==> src/rtl/card_dealer.sv <==
// Serial card collector for a 9-player hold'em deal: gathers 21 cards, rejects
// illegal ranks and duplicates, and emits one packed deal frame or an error pulse.
module card_dealer (
  input  logic        clk,
  input  logic        rst_n,
  input  logic        in_valid,
  input  logic [3:0]  in_num,
  input  logic [1:0]  in_suit,
  output logic        in_ready,
  output logic        out_valid,
  output logic [71:0] out_hole_num,
  output logic [35:0] out_hole_suit,
  output logic [11:0] out_pub_num,
  output logic [5:0]  out_pub_suit,
  output logic        out_err
);

  typedef enum logic [1:0] {
    IDLE,
    LOAD,
    SEND
  } state_t;

  localparam logic [4:0] LAST_IDX = 5'd20;

  state_t      state;
  logic [4:0]  idx;
  logic [51:0] mask;
  logic        bad;
  logic [83:0] frame_num;
  logic [41:0] frame_suit;

  logic        rank_ok;
  logic [5:0]  card_pos;
  logic        card_bad;
  logic [51:0] mask_next;
  logic        bad_next;
  logic [83:0] num_next;
  logic [41:0] suit_next;

  // The 21st card is stored and judged in the same edge, so the frame buses are
  // built from the storage with the current card already merged in.
  always_comb begin
    rank_ok   = (in_num >= 4'd1) && (in_num <= 4'd13);
    card_pos  = rank_ok ? {in_num - 4'd1, in_suit} : 6'd0;
    card_bad  = !rank_ok || mask[card_pos];
    mask_next = rank_ok ? (mask | (52'd1 << card_pos)) : mask;
    bad_next  = bad | card_bad;
    num_next  = frame_num;
    suit_next = frame_suit;
    num_next[{idx, 2'b00} +: 4]  = in_num;
    suit_next[{idx, 1'b0} +: 2]  = in_suit;
  end

  always_ff @(posedge clk) begin
    if (!rst_n) begin
      state         <= IDLE;
      idx           <= 5'd0;
      mask          <= 52'd0;
      bad           <= 1'b0;
      frame_num     <= 84'd0;
      frame_suit    <= 42'd0;
      in_ready      <= 1'b1;
      out_valid     <= 1'b0;
      out_err       <= 1'b0;
      out_hole_num  <= 72'd0;
      out_hole_suit <= 36'd0;
      out_pub_num   <= 12'd0;
      out_pub_suit  <= 6'd0;
    end else begin
      out_valid     <= 1'b0;
      out_err       <= 1'b0;
      out_hole_num  <= 72'd0;
      out_hole_suit <= 36'd0;
      out_pub_num   <= 12'd0;
      out_pub_suit  <= 6'd0;
      case (state)
        IDLE: begin
          in_ready <= 1'b1;
          if (in_valid) begin
            frame_num  <= num_next;
            frame_suit <= suit_next;
            mask       <= mask_next;
            bad        <= bad_next;
            idx        <= 5'd1;
            state      <= LOAD;
          end
        end

        LOAD: begin
          if (in_valid) begin
            frame_num  <= num_next;
            frame_suit <= suit_next;
            mask       <= mask_next;
            bad        <= bad_next;
            if (idx == LAST_IDX) begin
              state    <= SEND;
              in_ready <= 1'b0;
              if (bad_next) begin
                out_err <= 1'b1;
              end else begin
                out_valid     <= 1'b1;
                out_hole_num  <= num_next[71:0];
                out_hole_suit <= suit_next[35:0];
                out_pub_num   <= num_next[83:72];
                out_pub_suit  <= suit_next[41:36];
              end
            end else begin
              idx <= idx + 5'd1;
            end
          end else begin
            // A gap in the strobe abandons the partial frame.
            out_err <= 1'b1;
            state   <= IDLE;
            idx     <= 5'd0;
            mask    <= 52'd0;
            bad     <= 1'b0;
          end
        end

        SEND: begin
          state    <= IDLE;
          in_ready <= 1'b1;
          idx      <= 5'd0;
          mask     <= 52'd0;
          bad      <= 1'b0;
        end

        default: begin
          state    <= IDLE;
          in_ready <= 1'b1;
          idx      <= 5'd0;
          mask     <= 52'd0;
          bad      <= 1'b0;
        end
      endcase
    end
  end

endmodule

==> config.mk <==
export PLATFORM = sky130hd
export DESIGN_NAME = card_dealer
export DESIGN_NICKNAME = d
export VERILOG_FILES = /design/src/rtl/card_dealer.sv
export SDC_FILE = /design/constraint.sdc
export NUM_CORES = 1
export LEC_CHECK = 0
export CORE_ASPECT_RATIO = 1.5
export CORE_UTILIZATION = 48
export CTS_CLUSTER_DIAMETER = 200
export DETAILED_ROUTE_END_ITERATION = 10
export PLACE_DENSITY = 0.66
export REMOVE_ABC_BUFFERS = 1
export SETUP_SLACK_MARGIN = 0.1
export SYNTH_ARGS = -nofsm -noshare
export SYNTH_HDL_FRONTEND = slang
export SYNTH_SLANG_ARGS = --single-unit
==> constraint.sdc <==
create_clock -name clk -period 4.8 [get_ports clk]
set_input_delay 0.96 -clock clk [delete_from_list [all_inputs] [get_ports clk]]
set_output_delay 0.96 -clock clk [all_outputs]
set_load 0.02 [all_outputs]
==> results by stage, run 1 <==
Clocking:
- The count of cells resized by post-cts repair is 0.
- The number of clock sinks is 315.
- The later pin in the worst-skew pair is clocked with a latency of 0.54 ns.
- Hold repair after CTS inserted 0 buffers.
- The number of H-tree levels is 1.
- The count of buffers added by post-CTS timing repair for setup is 0.
- TritonCTS built the clock tree.
- The number of buffers created by CTS is 29.
- The maximum number of buffers from clock root to sink is 3.
- The clock slew seen by the registers of the worst setup and hold paths is 0.06 ns.
- The clock tree root driver cell is clkbuf_16.

Global route:
- The maximum number of pins on one net before global-route repair is 70.
- The number of antenna violations at the first check in global routing is 0.
- Global routing used 22.8% of the available tracks.
- The number of global-route vias before repair was 9211.
- The first global-routing pass estimated 49100 µm of wire.
- The total grt overflow is 0.

Timing:
- In this run the tightest slew margin relative to its limit is 23.3%.
- The setup TNS is 0 ns.
- Setup repair after global routing left no endpoint under its margin.
- The maximum clock rate is 270 MHz.
- The clock tree skew after final layout is 0.00644 ns.
- The share of the clock period used by the worst path is 77.2%.
- The post-route minimum period is 3.70 ns.
- The number of hold-slack violations in the final timing report is 0.
- The count of final setup violators is 0.
- The final max-slew violation count is 0.
- The slew at the pin closest to its max-slew limit is 1.15 ns.

Placed design:
- Routability-driven placement finished with a final weighted congestion of 0.906.
- The final HPWL from detailed placement is 21600 µm.
- The count of buffers from port buffering is 137.
- After detailed placement, the total cell area comes to 14500 µm².
- The placed instance count is 1739.

Outcome:
- The flow ran to the end, and the final reports show no timing, DRC or antenna violations.

Pwr:
- Sequential cells account for 50.3% of the total power.
- The part of the power in combinational logic is 5.2%.
- The switching power as a share of total power is 22.1%.
- The peak supply drop is 300 µV.
- Power spread over the standard cell area amounts to 338 nW/µm².
- The relative contribution of the clock network to total power is 44.4%.
- The leakage power summed over all cells is 5.98 nW.
- The internal portion of the total power is 4.07 mW.
- The total net switching power is 1.15 mW.

Final layout:
- Compared with the post-synthesis result, the final layout area differs by 19.8%.
- The finished cells cover 15500 µm².
- For this run, the number of standard cells in the final layout without fillers is 1792.
- The number of antenna diodes in the final layout is 0.
- The post-route netlist has 9.00% of its cells at a drive strength greater than 1.
- At the end of the flow, the number of nets in the layout was 1449.

Floorplanning:
- The core region area is 26500 µm².
- The die extent in y is 203 µm.
- The full die area is 27500 µm².
- 138 I/O pins were placed.
- The die extent in x is 136 µm.
- Row generation in the floorplan step produced 73 rows.
- The initial standard-cell utilization of the core is 48.7%.

Worst setup path:
- The arrival time of data at the critical path endpoint is 4.13 ns.
- The peak fanout along the critical path is 50.
- The reg2reg setup slack is 1.25 ns.
- The critical path is of the in -> reg type.
- STA puts the critical path data required time at 5.22 ns.
- The worst setup path is launched from a primary input.
- The signal on the critical path passes through clkdlybuf4s50_1 > and2b_1 > a221oi_1 > a2111oi_1 > a2111oi_2 > a311o_1 > nand3_4 > buf_12 > nor2_1.
- The slowest stage of the critical path is the clkdlybuf4s50_1 cell.
- In this design, the stage delay of the slowest critical-path cell is 0.88 ns.
- STA classifies the critical path endpoint as a flip-flop.

Yosys:
- A synthesized cell averages 9.65 µm².
- The number of synthesized flops with an enable pin is 0.
- During synthesis, Yosys emitted a total of 0 warnings.
- The cell type contributing the most total cell area after synthesis is dfxtp_1.
- The synthesized design devotes to its leading area cell type 48.9% of total area.
- The synthesized area is 12900 µm².
- Ranked by instance count, the synthesized netlist is headed by dfxtp_1 (315), mux2i_1 (197), nor2b_1 (136), nand2_1 (122), nor2_1 (93).
- The unique cell type count in the Yosys netlist is 70.
- After synthesis, the cell types taking the most area are dfxtp_1 (49%), mux2i_1 (15%), nor2b_1 (6.6%), nand2_1 (3.6%), nand3_1 (2.9%).
- Of the synthesized area, sequential elements account for 48.9%.
- Among all flip-flop cells after synthesis, the most frequent one is dfxtp_1.
- The proportion of synthesized flip-flops having asynchronous set or reset is 0%.
- The count of mapped cells out of synthesis is 1336.
- The post-synthesis register bit count is 315.
- dfxtp_1 is the most common cell in the netlist.

Routing:
- The DRC violation count after routing is 0.
- The total via count in the routed design is 9566.
- The count of TritonRoute iterations in the first routing pass is 5.
- The number of vias per cell after detailed routing is 5.34.
- The first routing iteration left 448 violations.
- The average routed wire per standard cell is 17.4 µm.
- After detailed routing, the total wire length is 31200 µm.
- The count of antenna-violating nets left after detailed routing is 0.

Min path:
- The classification of the worst-slack hold path is reg -> reg.

Run:
- The number of maximum-capacitance violations is 0.
state kept, by name (all words and copies together), names as in the netlist:
name,count
frame_num,84
out_hole_num,72
mask,52
frame_suit,42
out_hole_suit,36
out_pub_num,12
out_pub_suit,6
idx,5
state,2
bad,1
in_ready,1
out_err,1
out_valid,1
cell type report:
| class | count | area (µm²) |
|---|---|---|
| Fill cell | 2384 | 11000 |
| Sequential cell | 315 | 6310 |
| Multi-Input combinational cell | 906 | 6090 |
| Timing Repair Buffer | 164 | 1610 |
| Clock buffer | 48 | 887 |
| Tap cell | 337 | 422 |
| Clock inverter | 5 | 80.1 |
| Inverter | 17 | 63.8 |
per-layer routing:
metal / wire length [µm] / global-route usage, % / vias to the layer above
li1: - / - / 4740
met1: 12600 / 26.2 / 4546
met2: 16300 / 41.5 / 220
met3: 1180 / 2.67 / 60
met4: 1150 / 10.1 / 0
met5: 0 / 0 / -
logic make-up after synthesis:
family	synth area share, %
simple gates	21.3
flops	48.9
mux	16.7
compound gates	7.88
buf+inv	4.11
xor+xnor	0.475
fa+ha+maj	0.679
worst max-delay path: cells and delay by family:
family | cells | cell delay [ns]
buffers and inverters | 2 | 1.18
AND/OR/NAND/NOR | 3 | 0.76
AO/OA/AOI/OAI | 4 | 1.18
power by group through the flow:
stage,clock (mW),combinational (mW),sequential (mW)
4_1_cts,2.37,0.272,2.63
5_1_grt,2.48,0.295,2.63
2_1_floorplan,0,0.154,2.69
6_report,2.32,0.274,2.63
3_3_place_gp,0,0.270,2.69
3_5_place_dp,0,0.271,2.69
metrics by stage:
| step | utilization, % | power, mW | setup slack (ns) | hold slack (ns) |
|---|---|---|---|---|
| floorplan | - | 2.84 | -1.59 | 0.420 |
| global placement | 54.7 | 2.96 | 0.569 | 0.429 |
| detailed placement | 54.7 | 2.96 | 0.499 | 0.439 |
| CTS | 58.3 | 5.28 | 1.09 | 0.454 |
| global route | 58.3 | 5.40 | 0.885 | 0.475 |
| finish | 58.3 | 5.23 | 1.10 | 0.449 |
cells in the final DEF (no fill, tap or decap), drive strengths merged, types with 8 or more instances in the layout:
master         count
nor2b            136
a21oi             62
clkdlybuf4s50    136
and2              16
o21ai             41
mux2               8
dfxtp            315
mux2i            197
nor3              14
inv               17
a22o              11
nand2            123
clkbuf            48
nor2             123
buf               28
nand3             75
final timing paths:
kind | startpoint | to | depth (start not counted)
setup / recovery | in_suit[0] | out_hole_num[15] | 9
hold / removal | mask[3] | mask[3] | 2
setup reg to reg | idx[0] | frame_suit[10] | 9
hold reg to reg | mask[3] | mask[3] | 2
Power figures use the tool's default switching activity.
==> run 2: changes to the inputs <==
==> constraint.sdc (replaced) <==
create_clock -name clk -period 3.81 [get_ports clk]
set_input_delay 0.762 -clock clk [delete_from_list [all_inputs] [get_ports clk]]
set_output_delay 0.762 -clock clk [all_outputs]
set_load 0.02 [all_outputs]
==> results by stage, run 2 (same netlist as run 1, synthesis figures left out) <==
Run:
- The number of maximum-capacitance violations was 0 (unchanged).

Routing:
- The final routed wirelength across all metal layers is 31300 µm (+0.44%).
- The number of vias per cell after detailed routing came to 5.36 (+0.36%).
- The total via count in the routed design is 9724 (+1.7%).
- The DRC violation count after routing is 0 (unchanged).
- The count of antenna-violating nets left after detailed routing was 0 (unchanged).
- The average routed wire per standard cell is 17.3 µm (-0.83%).
- The count of TritonRoute iterations in the first routing pass is 5 (unchanged).
- The number of DRC markers in iteration 0 is 548 (+22%).

Worst setup path:
- The signal on the critical path passes through clkdlybuf4s50_1 > inv_1 > ha_1 > or4b_4 > nand2_2 > a2111oi_1 > a2111oi_2 > a311o_1 > nand3_4 > buf_12 > a21oi_1.
- The worst stage delay on the critical path is 0.53 ns (-0.35 ns).
- The endpoint identified for the worst register-to-register timing path is out_hole_num[56].
- The logic depth of the worst register-to-register path is 9 (unchanged).
- The worst setup path is captured at a flip-flop.
- The worst setup path is of the in -> reg kind.
- In this run the critical register-to-register path is launched from idx[0].
- The reg2reg setup slack is 0.59 ns (-0.66 ns).
- The kind of cell adding the most delay to the critical path is simple AND/OR/NAND/NOR gates.
- The required time of the critical path is 4.28 ns (-0.94 ns).
- The peak fanout along the critical path is 43 (-14%).
- For this design, the slowest cell found on the critical path is clkdlybuf4s50_1.
- The arrival time of data at the critical path endpoint is 3.73 ns (-0.40 ns).
- The number of buffer and inverter stages on the critical path is 3 (+1).
- The kind of start point of the critical path is a primary input.

Final layout:
- The final instance area is 15700 µm² (+1.7%).
- In the final layout, the registers with the most flip-flops are frame_num: 84 flops, out_hole_num: 72 flops, mask: 52 flops.
- The share of layout cells above drive strength 1 is 10.8% (+1.8 points).
- In the layout the commonest cells are dfxtp_1 (315), mux2i_1 (197), clkdlybuf4s50_1 (136).
- The final instance count without filler cells is 1815 (+1.3%).
- The number of flip-flops in the largest register is 84 (unchanged).
- The library cell used most frequently in the layout, excluding fill and tap cells, is dfxtp_1.
- The filler cell count in the final layout is 2314 (-2.9%).
- More flip-flops sit in one register than any other, and that register is frame_num.
- The total number of nets in the final design came to 1469 (+1.4%).
- From synthesis to final layout, the design area changed by 21.8%.

Timing:
- The clock tree skew after final layout came to 0.0199 ns (+0.0135 ns).
- The final max-slew violation count is 0 (unchanged).
- The worst slew margin relative to its limit is 44.3% (+21 points).
- The count of final setup violators is 0 (unchanged).
- The worst path setup slack after routing came to 0.549 ns (-0.548 ns).
- The slew at the pin closest to its max-slew limit is 0.833 ns (-0.318 ns).
- Setup repair after global routing left no endpoint under its margin.
- The number of hold-slack violations in the final timing report was 0 (unchanged).
- The final hold slack is 0.450 ns (+0.00138 ns).
- After layout, the worst path uses 85.6% of the clock period.
- The maximum clock rate is 307 MHz.
- The post-route minimum period is 3.26 ns.

Global route:
- The global-route usage over all layers is 22.9% (+0.14 points).
- The total grt overflow came to 0 (unchanged).
- The maximum number of pins on one net before global-route repair is 60 (-14%).
- The number of global-route vias before repair came to 9437 (+2.5%).
- The first-pass GRT wire length is 49900 µm (+1.8%).
- The number of antenna violations at the first check in global routing is 2 (+2).

Min path:
- The worst hold path depth came to 2 (unchanged).
- The classification of the worst-slack hold path is reg -> reg.
- The worst hold endpoint is mask[30].
- The startpoint identified for the worst hold timing path is mask[30].

Placed design:
- The final HPWL from detailed placement came to 21800 µm (+1.0%).
- The final estimated routing congestion in global placement is 0.872 (-3.8%).
- The worst setup slack before clock tree synthesis is 0.0316 ns (-0.468 ns).
- The count of buffers from port buffering was 137 (unchanged).
- The placed instance count came to 1758 (+1.1%).
- The post-place instance area is 14700 µm² (+1.2%).

Pwr:
- The peak supply drop is 412 µV (+37%).
- The leakage power summed over all cells came to 6.12 nW (+2.4%).
- The power density normalized to cell area was 433 nW/µm² (+28%).
- The post-layout total power came to 6.81 mW (+30%).

Floorplanning:
- The number of rows created at floorplan came to 73 (unchanged).
- The initial standard-cell utilization of the core is 48.7% (unchanged).
- The die extent in x is 136 µm (unchanged).
- The die extent in y is 203 µm (unchanged).
- The top-level I/O count is 138 (unchanged).
- The full die area is 27500 µm² (unchanged).
- The core region area is 26500 µm² (unchanged).

Clocking:
- The number of clock sinks came to 315 (unchanged).
- The number of H-tree levels is 1 (unchanged).
- TritonCTS built the clock tree.
- The count of hold buffers inserted by post-cts repair is 0 (unchanged).
- The clock slew seen by the registers of the worst setup and hold paths is 0.07 ns (about the same).
- The clock latency reported for the late side of the worst-skew pair is 0.55 ns (about the same).
- The clock tree root driver cell is clkbuf_16.
- The count of buffers added by post-CTS timing repair for setup is 0 (unchanged).
- The count of cells resized by post-cts repair is 0 (unchanged).
- The maximum number of buffers from clock root to sink was 3 (unchanged).
- The number of buffers created by CTS came to 30 (+3.4%).

Outcome:
- The flow ran to the end, and the final reports show no timing, DRC or antenna violations.
run 2: cell count changes in the layout (fill, tap and decap cells not counted), sizes merged:
cell / before / now
buf: 28 / 47
bufinv: 2 / 4
clkbuf: 48 / 37
clkinv: 1 / 7
clkinvlp: 2 / 6
diode: 0 / 2
inv: 17 / 18
run 2: worst min-delay path, delay by kind of cell (launching register included):
family | cells | cell delay (ns)
compound gates | 1 | 0.05
flops | 1 | 0.32
simple gates | 1 | 0.04
run 2: power breakdown:
group | internal [mW] | switching, mW
sequential | 3.30 | 0.0111
clock | 1.84 | 1.29
combinational | 0.129 | 0.236
total | 5.27 | 1.53
run 2: worst max path at each step:
stage,startpoint,end,cells after the start
CTS,idx[0],out_hole_num[57],9
floorplan,in_num[0],out_hole_num[32],9
detailed placement,in_num[1],out_hole_num[44],11
global route,idx[0],frame_num[65],9
finish,in_num[1],out_hole_num[37],11
global placement,in_num[1],out_hole_suit[19],11
run 2: per-stage QoR:
step           utilization, %  TNS, ns
3_5_place_dp             55.3        0
6_report                 59.3        0
2_1_floorplan               -  -286.97
4_1_cts                  59.3        0
5_1_grt                  59.3        0
3_3_place_gp             55.3        0
run 2: layout make-up:
cell class | count | area, µm² | area share (%)
clock inverter | 18 | 215 | 1.37
clock buffer | 37 | 838 | 5.34
antenna | 2 | 5.00 | 0.0319
inverter | 17 | 63.8 | 0.406
timing repair buffer | 183 | 1770 | 11.3
sequential | 315 | 6310 | 40.1
multi-input combinational | 906 | 6090 | 38.7
tap | 337 | 422 | 2.68
run 2: layer usage:
layer | wire length (µm) | global-route usage, %
met1 | 12500 | 26.5
met2 | 16700 | 42.1
met3 | 1250 | 2.77
met5 | 0 | 0
met4 | 970 | 8.75
==> run 3: changes to the inputs <==
--- a/config.mk
+++ b/config.mk
@@ -9,6 +9,7 @@
 export CORE_UTILIZATION = 48
 export CTS_CLUSTER_DIAMETER = 200
 export DETAILED_ROUTE_END_ITERATION = 10
+export GPL_ROUTABILITY_DRIVEN = 1
 export PLACE_DENSITY = 0.66
 export REMOVE_ABC_BUFFERS = 1
 export SETUP_SLACK_MARGIN = 0.1
==> results of run 3 <==
No change in the layout: final DEF, timing and power equal those of run 2.
